===== config.mk =====
export PLATFORM = sky130hd
export DESIGN_NAME = board_debug_ctrl
export DESIGN_NICKNAME = d
export VERILOG_FILES = /design/src/rtl/board_debug_ctrl.sv
export SDC_FILE = /design/constraint.sdc
export NUM_CORES = 1
export LEC_CHECK = 0
export ABC_CLOCK_PERIOD_IN_PS = 3800
export CORE_MARGIN = 5
export CORE_UTILIZATION = 46
export DETAILED_ROUTE_END_ITERATION = 8
export PLACE_DENSITY = 0.82
export SLEW_MARGIN = 20
export SYNTH_ARGS = -nofsm -noshare
export SYNTH_HDL_FRONTEND = slang
export SYNTH_SLANG_ARGS = --single-unit

===== constraint.sdc =====
create_clock -name clk -period 3.8 [get_ports clk]
set_input_delay 1.14 -clock clk [delete_from_list [all_inputs] [get_ports clk]]
set_output_delay 1.14 -clock clk [all_outputs]
set_load 0.01 [all_outputs]

===== src/rtl/board_debug_ctrl.sv =====
// Board debug controller: debounced buttons, step/run CPU clock enable,
// probe channel selection for the display, and PC breakpoint halt.
module board_debug_ctrl #(
   parameter int unsigned CH_NUM    = 8,
   parameter int unsigned DATA_W    = 32,
   parameter int unsigned DB_CYCLES = 1_000_000,
   parameter int unsigned RUN_DIV   = 50_000_000
) (
   input  logic                       clk,
   input  logic                       rst,
   input  logic                       btn_step,
   input  logic                       btn_next,
   input  logic                       btn_prev,
   input  logic                       btn_run,
   input  logic [CH_NUM*DATA_W-1:0]   probe_data,
   input  logic [31:0]                pc,
   input  logic                       bp_en,
   input  logic [31:0]                bp_addr,
   output logic                       cpu_clk_en,
   output logic [$clog2(CH_NUM)-1:0]  sel,
   output logic [DATA_W-1:0]          disp_data,
   output logic                       run_mode,
   output logic                       bp_hit,
   output logic [15:0]                step_cnt
);

   localparam int unsigned SEL_W = $clog2(CH_NUM);
   localparam int unsigned CNT_W = $clog2(DB_CYCLES + 1);
   localparam int unsigned DIV_W = $clog2(RUN_DIV);
   localparam int unsigned NBTN  = 4;

   typedef enum logic {ST_STEP, ST_RUN} state_t;

   logic [NBTN-1:0]  btn_raw, sync1, sync2, stable, stable_d, press;
   logic [CNT_W-1:0] db_cnt [NBTN];
   logic             press_step, press_next, press_prev, press_run;

   state_t           state, state_nxt;
   logic [DIV_W-1:0] div, div_nxt;
   logic             bp_hit_nxt, pulse_nxt, bp_match;
   logic [DATA_W-1:0] sel_word;

   assign btn_raw    = {btn_run, btn_prev, btn_next, btn_step};
   assign press_step = press[0];
   assign press_next = press[1];
   assign press_prev = press[2];
   assign press_run  = press[3];

   // Stable level only moves after DB_CYCLES consecutive mismatching samples.
   always_ff @(posedge clk) begin
      if (!rst) begin
         sync1    <= '0;
         sync2    <= '0;
         stable   <= '0;
         stable_d <= '0;
         press    <= '0;
         for (int unsigned i = 0; i < NBTN; i++) db_cnt[i] <= '0;
      end else begin
         sync1    <= btn_raw;
         sync2    <= sync1;
         stable_d <= stable;
         press    <= stable & ~stable_d;
         for (int unsigned i = 0; i < NBTN; i++) begin
            if (sync2[i] == stable[i]) begin
               db_cnt[i] <= '0;
            end else if (db_cnt[i] == CNT_W'(DB_CYCLES - 1)) begin
               stable[i] <= sync2[i];
               db_cnt[i] <= '0;
            end else begin
               db_cnt[i] <= db_cnt[i] + CNT_W'(1);
            end
         end
      end
   end

   always_ff @(posedge clk) begin
      if (!rst) begin
         sel <= '0;
      end else if (press_next && !press_prev) begin
         sel <= (sel == SEL_W'(CH_NUM - 1)) ? '0 : sel + SEL_W'(1);
      end else if (press_prev && !press_next) begin
         sel <= (sel == '0) ? SEL_W'(CH_NUM - 1) : sel - SEL_W'(1);
      end
   end

   always_comb begin
      sel_word = '0;
      for (int unsigned k = 0; k < CH_NUM; k++) begin
         if (sel == SEL_W'(k)) sel_word = probe_data[k*DATA_W +: DATA_W];
      end
   end

   always_ff @(posedge clk) begin
      if (!rst) disp_data <= '0;
      else      disp_data <= sel_word;
   end

   assign bp_match = bp_en && (pc == bp_addr);

   // Breakpoint outranks both a run-toggle press and a due divider pulse.
   always_comb begin
      state_nxt  = state;
      div_nxt    = div;
      bp_hit_nxt = bp_hit;
      pulse_nxt  = 1'b0;
      case (state)
         ST_STEP: begin
            if (press_step) pulse_nxt = 1'b1;
            if (press_run) begin
               state_nxt  = ST_RUN;
               div_nxt    = '0;
               bp_hit_nxt = 1'b0;
            end
         end
         ST_RUN: begin
            if (bp_match) begin
               state_nxt  = ST_STEP;
               bp_hit_nxt = 1'b1;
            end else if (press_run) begin
               state_nxt = ST_STEP;
            end else if (div == DIV_W'(RUN_DIV - 1)) begin
               div_nxt   = '0;
               pulse_nxt = 1'b1;
            end else begin
               div_nxt = div + DIV_W'(1);
            end
         end
         default: state_nxt = ST_STEP;
      endcase
   end

   always_ff @(posedge clk) begin
      if (!rst) begin
         state      <= ST_STEP;
         div        <= '0;
         bp_hit     <= 1'b0;
         cpu_clk_en <= 1'b0;
         step_cnt   <= '0;
      end else begin
         state      <= state_nxt;
         div        <= div_nxt;
         bp_hit     <= bp_hit_nxt;
         cpu_clk_en <= pulse_nxt;
         step_cnt   <= step_cnt + 16'(pulse_nxt);
      end
   end

   assign run_mode = (state == ST_RUN);

endmodule


==> reports/results.tsv, run 1 <==
stage	metric	value	unit
outcome	outcome	finished clean	
worst_setup_path	FF-to-FF path depth	9	
clock_tree	PostCTS Resize Cnt	0	
pwr	Final Power	4.47	mW
logic_synthesis	cell area after synthesis	10500	sq um
clock_tree	TritonCTS clock tree	done	
route	vias per inst	5.54	
logic_synthesis	yosys warns	0	
logic_synthesis	number of synthesized flops with an enable pin	80	
logic_synthesis	Synth top area share	0.228	
timing	fmax	0.299	GHz
timing	RSZ-0062 raised after global routing	false	
route	Total Wirelength	39600	um
logic_synthesis	area leader, netlist	edfxtp_1	
worst_setup_path	CP max stage delay	0.42	ns
logic_synthesis	synth top area cells	edfxtp_1, dfxtp_1, nor2_1	
grt	Total GRT Usage	0.297	
die	Initial Util	0.466	
timing	Slew HR	0.446	
worst_setup_path	Reg-to-Reg Start	sel[0]	
worst_setup_path	crit-path cells	clkdlybuf4s50_1 > xnor2_1 > nand4_1 > nor4_2 > nand2_2 > o21ai_4 > o2bb2ai_1 > ha_1 > ha_1 > nand2_1 > nor2_1 > nand3_1 > xor2_1 > nor2_1	
logic_synthesis	register bit total from synthesis	180	
die	Die Area	26000	sq um
route	Post-DRT Antenna Nets	0	
placement	PortBufs	380	
worst_setup_path	CP Launch Type	input pin	
die	DIE WIDTH	161	um
die	FP Rows	55	
route	initial drt markers	809	
pwr	worst vdd ir	0.000218	V
final_layout	Final Net Count	2025	
route	first drt pass iteration count	5	
logic_synthesis	synth unique cells	62	
die	I/O Pins	381	
placement	GP Congestion	1.01	
worst_setup_path	Slowest-stage cell, CP	clkdlybuf4s50_1	
worst_setup_path	WP data arrival	3.65	ns
clock_tree	H-tree depth	4	
logic_synthesis	Seq/Total Area, Yosys	0.419	
timing	post-route minimum period	3.34	ns
clock_tree	Clock Sinks	180	
min_path	hold_sp	stable_d[2]	
logic_synthesis	Mean Syn Cell Area	8.39	sq um
worst_setup_path	WP data required	4.11	ns
logic_synthesis	Synth Instances	1253	
timing	clk_skew	0.0109	ns
min_path	sink of the worst hold path	press[2]	
worst_setup_path	Worst Path Buf+Inv	1	
timing	worst-margin pin slew	0.827	ns
timing	Hold Violations, Final	0	
min_path	HP Class	reg -> reg	
clock_tree	Num CTS Buffers	17	
worst_setup_path	kind of critical path	in -> reg	
pwr	pwr/cell area	289	nW/um^2
placement	hpwl dp	31300	um
worst_setup_path	CP Capture Type	register	
clock_tree	Root Buffer	clkbuf_16	
clock_tree	clk slew on worst S/H paths	0.07	ns
pwr	Lkg Pwr	5.55	nW
grt	first-pass GRT wire length	60500	um
timing	hold_ws	0.385	ns
die	Die Span Y	161	um
clock_tree	Max clock buf depth	2	
die	Core Box Area	22600	sq um
grt	largest net degree at the start of global routing	37	
timing	TNS Setup	0	ns
final_layout	layout cell share with drive strength beyond 1	0.0448	
clock_tree	hold_buf cts	0	
grt	Remaining Overflow, GRT	0	
placement	Area after DPL	14900	sq um
timing	final setup violation count	0	
final_layout	Syn-to-layout area delta	46.9	%
min_path	hold path depth	1	
timing	Final Max Slew Viols	0	
route	drt wl/cell	20.0	um
timing	period utilization	0.880	
clock_tree	Skew-Pair Late Insertion Delay	0.44	ns
grt	vias in the first global route	10900	
worst_setup_path	worst flop-to-flop path endpoint	disp_data[24]	
logic_synthesis	FFs w/ async S/R, synth	0	
grt	antenna violations before repair	4	
logic_synthesis	Most used DFF post-synth	dfxtp_1	
route	Vias	11000	
worst_setup_path	FF-to-FF setup slack	0.76	ns
final_layout	fin area	15500	sq um
worst_setup_path	CP Max Fanout	4	
worst_setup_path	cell family with the largest share of critical-path delay	simple AND/OR/NAND/NOR gates	
run	Max Cap Viol	0	
route	drt drc	0	
final_layout	fin util	0.685	
clock_tree	postcts setup bufs	0	
## sequential cells by signal (all words and copies together) (netlist names)
| register | count |
|---|---|
| bp_hit | 1 |
| cpu_clk_en | 1 |
| db_cnt | 80 |
| disp_data | 32 |
| div | 26 |
| press | 4 |
| run_mode | 1 |
| sel | 3 |
| stable | 4 |
| stable_d | 4 |
| step_cnt | 16 |
| sync1 | 4 |
| sync2 | 4 |
## cell type report
class / count / area [sq um]
Antenna cell: 3 / 7.51
Inverter: 23 / 86.3
Tap cell: 285 / 357
Timing Repair Buffer: 406 / 4000
Fill cell: 1878 / 7120
Clock inverter: 14 / 139
Clock buffer: 18 / 429
Multi-Input combinational cell: 1055 / 6030
Sequential cell: 180 / 4400
## report_power, final
| group | total (mW) | internal (mW) | switching (mW) |
|---|---|---|---|
| sequential | 2.13 | 2.08 | 0.0484 |
| clock | 1.71 | 0.872 | 0.839 |
| combinational | 0.628 | 0.415 | 0.213 |
## worst max path at each step
stage / startpoint / endpoint / slack [ns] / depth (start not counted)
global placement: bp_addr[27] / step_cnt[14] / 0.13 / 13
global route: bp_addr[9] / step_cnt[12] / 0.23 / 14
finish: bp_addr[9] / step_cnt[12] / 0.46 / 14
floorplan: bp_addr[18] / step_cnt[12] / 0.53 / 14
detailed placement: bp_addr[9] / step_cnt[12] / 0.05 / 14
CTS: bp_addr[9] / step_cnt[12] / 0.49 / 14
## per-layer routing
layer / routed length (um) / GRT usage / part of all wire
met5: 0 / 0 / 0
met4: 2000 / 0.141 / 0.050
met3: 3230 / 0.0745 / 0.082
met2: 19100 / 0.496 / 0.48
met1: 15300 / 0.362 / 0.39
## synth_stat cells, types with 2 or more instances
master / number
xor2_1: 65
nand3_1: 52
and4_1: 2
dfxtp_1: 100
a22oi_1: 62
clkbuf_1: 59
nand2b_1: 6
buf_1: 4
buf_2: 9
a311o_1: 2
and2_1: 23
nor2b_1: 7
o31ai_1: 2
nor3_1: 18
o21ai_0: 110
nor2_1: 236
o41ai_1: 2
o211ai_1: 4
nand2_1: 92
nor4_2: 2
mux2i_1: 6
ha_1: 15
xnor2_1: 59
inv_1: 23
nand3_4: 2
nor4b_1: 8
a21oi_1: 60
nor4_1: 8
o221ai_1: 2
edfxtp_1: 80
a221oi_1: 33
nand2_2: 2
nand3b_1: 2
nand4_1: 33
or3_1: 16
a31oi_1: 5
and3_1: 17
## kinds of logic (layout without fill, tap and decap cells)
| logic type | Yosys count | after routing | share of synthesized area |
|---|---|---|---|
| buffers and inverters | 97 | 461 | 0.0368 |
| other | 1 | 83 | 0.000357 |
| flip-flops | 180 | 180 | 0.419 |
| multiplexers | 6 | 6 | 0.00571 |
| AND/OR/NAND/NOR | 536 | 536 | 0.242 |
| AO/OA/AOI/OAI | 294 | 294 | 0.176 |
| XOR/XNOR | 124 | 124 | 0.103 |
| adder cells (fa/ha/maj) | 15 | 15 | 0.0178 |
## cells in the final DEF, fill, tap and decap left out, types with 3 or more instances in the layout
master,n
nand2_1,92
inv_8,3
nor2b_1,6
inv_1,22
dfxtp_1,100
buf_4,26
a221oi_1,33
nor2_1,235
clkdlybuf4s50_1,380
nor4b_1,8
a31oi_1,5
clkbuf_16,17
o21ai_0,110
ha_1,13
o211ai_1,4
nand4_1,33
edfxtp_1,80
nand3_1,52
nor4_1,8
a21oi_1,60
conb_1,80
and3_1,17
nor3_1,18
or3_1,16
diode_2,3
a22oi_1,62
mux2i_1,6
xor2_1,65
xnor2_1,59
inv_6,5
nand2b_1,6
and2_1,24
## metrics by stage
stage / instances / setup WS, ns
finish: 1984 / 0.456
global route: 1984 / 0.226
CTS: 1981 / 0.488
detailed placement: 1949 / 0.0479
global placement: 1949 / 0.126
floorplan: 1332 / 0.531
No activity file was read; power rests on OpenSTA's default activity.
==> run 2, diff against run 1 <==
--- a/config.mk
+++ b/config.mk
@@ -5,11 +5,11 @@
 export SDC_FILE = /design/constraint.sdc
 export NUM_CORES = 1
 export LEC_CHECK = 0
-export ABC_CLOCK_PERIOD_IN_PS = 3800
+export ABC_CLOCK_PERIOD_IN_PS = 3450
 export CORE_MARGIN = 5
 export CORE_UTILIZATION = 46
 export DETAILED_ROUTE_END_ITERATION = 8
-export PLACE_DENSITY = 0.82
+export PLACE_DENSITY = 0.86
 export SLEW_MARGIN = 20
 export SYNTH_ARGS = -nofsm -noshare
 export SYNTH_HDL_FRONTEND = slang
==> constraint.sdc (replaced) <==
create_clock -name clk -period 3.45 [get_ports clk]
set_input_delay 1.035 -clock clk [delete_from_list [all_inputs] [get_ports clk]]
set_output_delay 1.035 -clock clk [all_outputs]
set_load 0.01 [all_outputs]
==> run 2 against run 1 <==
Against the previous run: sequential share of layout area decreased by 0.11 points; register-to-register slack worse by 0.05 ns; critical path depth is 1 lower; setup slack lost 0.14 ns; via count decreased by 0.62%; utilization rose by 0.28 points; clock skew rose by 0.0056 ns.
==> reports/results.tsv, run 2 (same netlist as run 1, synthesis figures left out) <==
stage	metric	value	unit	change
grt	first-pass GRT wire length	58600	um	-3.1%
clock_tree	clk slew on worst S/H paths	0.07	ns	about the same
clock_tree	Clock Sinks	180		unchanged
pwr	Lkg Pwr	5.58	nW	+0.45%
die	I/O Pins	381		unchanged
timing	clk_skew	0.0165	ns	+0.00562 ns
final_layout	Largest register FFs	80		unchanged
die	Die Span Y	161	um	unchanged
timing	Final Max Slew Viols	0		unchanged
timing	fmax	0.319	GHz	
timing	Hold Violations, Final	0		unchanged
worst_setup_path	WP data arrival	3.44	ns	-0.21 ns
worst_setup_path	CP Launch Type	input pin		
timing	Slew HR	0.483		+0.0361
worst_setup_path	kind of critical path	in -> reg		
final_layout	Syn-to-layout area delta	47.5	%	
pwr	worst vdd ir	0.000254	V	+17%
placement	PortBufs	380		unchanged
clock_tree	PostCTS Resize Cnt	0		unchanged
clock_tree	postcts setup bufs	0		unchanged
final_layout	most flop-heavy register	db_cnt		
final_layout	most common cell after layout, fill and taps aside	clkdlybuf4s50_1		
grt	vias in the first global route	10900		-0.37%
die	Core Box Area	22600	sq um	unchanged
placement	GP Congestion	0.998		-1.4%
worst_setup_path	CP max stage delay	0.43	ns	about the same
route	drt drc	0		unchanged
clock_tree	TritonCTS clock tree	done		
pwr	Pint	3.72	mW	+11%
timing	TNS Setup	0	ns	unchanged
clock_tree	Root Buffer	clkbuf_16		
die	DIE WIDTH	161	um	unchanged
pwr	pwr/cell area	319	nW/um^2	+10%
grt	antenna violations before repair	7		+3
final_layout	Largest regs	db_cnt x80, disp_data x32, div x26		
route	vias per inst	5.49		-0.87%
worst_setup_path	crit-path cells	clkdlybuf4s50_1 > xnor2_1 > nand3_1 > nor4_2 > nand2_2 > o21ai_4 > o2bb2ai_1 > ha_1 > ha_1 > buf_4 > nand3_1 > xor2_1 > nor2_1		
timing	final setup violation count	0		unchanged
final_layout	most frequent cells in the layout	clkdlybuf4s50_1, nor2_1, o21ai_0		
timing	hold_ws	0.377	ns	-0.00777 ns
outcome	outcome	finished clean		
die	Die Area	26000	sq um	unchanged
grt	Remaining Overflow, GRT	0		unchanged
clock_tree	Num CTS Buffers	17		unchanged
route	Total Wirelength	37600	um	-5.0%
worst_setup_path	Slowest-stage cell, CP	clkdlybuf4s50_1		
placement	hpwl dp	29400	um	-6.0%
worst_setup_path	CP Max Fanout	3		-1
placement	pre-CTS setup slack	-0.114	ns	-0.162 ns
die	FP Rows	55		unchanged
final_layout	layout cell share with drive strength beyond 1	0.0482		+0.00342
grt	Total GRT Usage	0.281		-0.0161
final_layout	fillers	1804		-3.9%
timing	period utilization	0.908		
route	first drt pass iteration count	5		unchanged
clock_tree	Max clock buf depth	2		unchanged
pwr	switching pwr	1.23	mW	+11%
timing	final worst slack	0.319	ns	-0.138 ns
clock_tree	hold_buf cts	0		unchanged
timing	RSZ-0062 raised after global routing	false		
pwr	clock power share	0.387		+0.004
min_path	HP Class	reg -> reg		
route	Vias	10900		-0.62%
final_layout	Final Net Count	2029		+0.20%
pwr	Seq pwr share	0.474		-0.002
worst_setup_path	CP Capture Type	register		
die	Initial Util	0.466		unchanged
pwr	Switching Share	0.248		+0.00166
run	Max Cap Viol	0		unchanged
grt	largest net degree at the start of global routing	41		+11%
pwr	Comb pwr share	0.138		-0.003
route	drt wl/cell	18.9	um	-5.2%
clock_tree	H-tree depth	4		unchanged
route	initial drt markers	765		-5.4%
worst_setup_path	WP data required	3.76	ns	-0.35 ns
clock_tree	Skew-Pair Late Insertion Delay	0.43	ns	about the same
timing	worst-margin pin slew	0.774	ns	-0.0523 ns
route	Post-DRT Antenna Nets	0		unchanged
timing	post-route minimum period	3.13	ns	
-- run 2: worst max-delay path: cells and delay by family --
family | cells | cell delay, ns
simple gates | 5 | 0.78
fa+ha+maj | 2 | 0.40
compound gates | 2 | 0.24
buf+inv | 2 | 0.57
xor+xnor | 2 | 0.41
-- run 2: path summary, 6_finish.rpt --
kind	end	startpoint	slack [ns]	depth (start not counted)
setup / recovery	step_cnt[4]	bp_addr[8]	0.32	13
hold / removal	press[3]	stable_d[3]	0.38	1
setup reg to reg	step_cnt[6]	div[0]	0.71	12
hold reg to reg	press[3]	stable_d[3]	0.38	1
-- run 2: power by group through the flow --
stage | Sequential (mW) | Clock, mW | Combinational, mW
after detailed placement | 2.39 | 0 | 0.675
after CTS | 2.34 | 1.94 | 0.681
after floorplan | 2.39 | 0 | 0.186
final | 2.35 | 1.92 | 0.685
after global routing | 2.35 | 2.05 | 0.734
after global placement | 2.39 | 0 | 0.668
-- run 2: per-stage QoR --
| stage | power, mW | util | cells | area [sq um] |
|---|---|---|---|---|
| floorplan | 2.57 | - | 1332 | 10800 |
| global placement | 3.06 | 0.661 | 1953 | 14900 |
| detailed placement | 3.07 | 0.661 | 1953 | 14900 |
| CTS | 4.96 | 0.687 | 1985 | 15500 |
| global route | 5.13 | 0.687 | 1989 | 15500 |
| finish | 4.95 | 0.687 | 1989 | 15500 |
-- run 2: layout make-up --
cell class	instances	area (sq um)	area share
multi-input cells	1055	6030	0.389
flip-flops and latches	180	4400	0.284
repair buffers	410	4040	0.260
clock buffers	17	425	0.0274
well taps	285	357	0.0230
clock inverters	15	160	0.0103
inverters	23	86.3	0.00556
diodes	4	10.0	0.000645
-- run 2: layer usage --
| metal | vias up | global-route usage | wire length, um |
|---|---|---|---|
| li1 | 5266 | - | - |
| met1 | 5136 | 0.337 | 14400 |
| met2 | 456 | 0.497 | 19100 |
| met3 | 53 | 0.0839 | 3220 |
| met4 | 6 | 0.0682 | 840 |
| met5 | - | 0 | 46 |
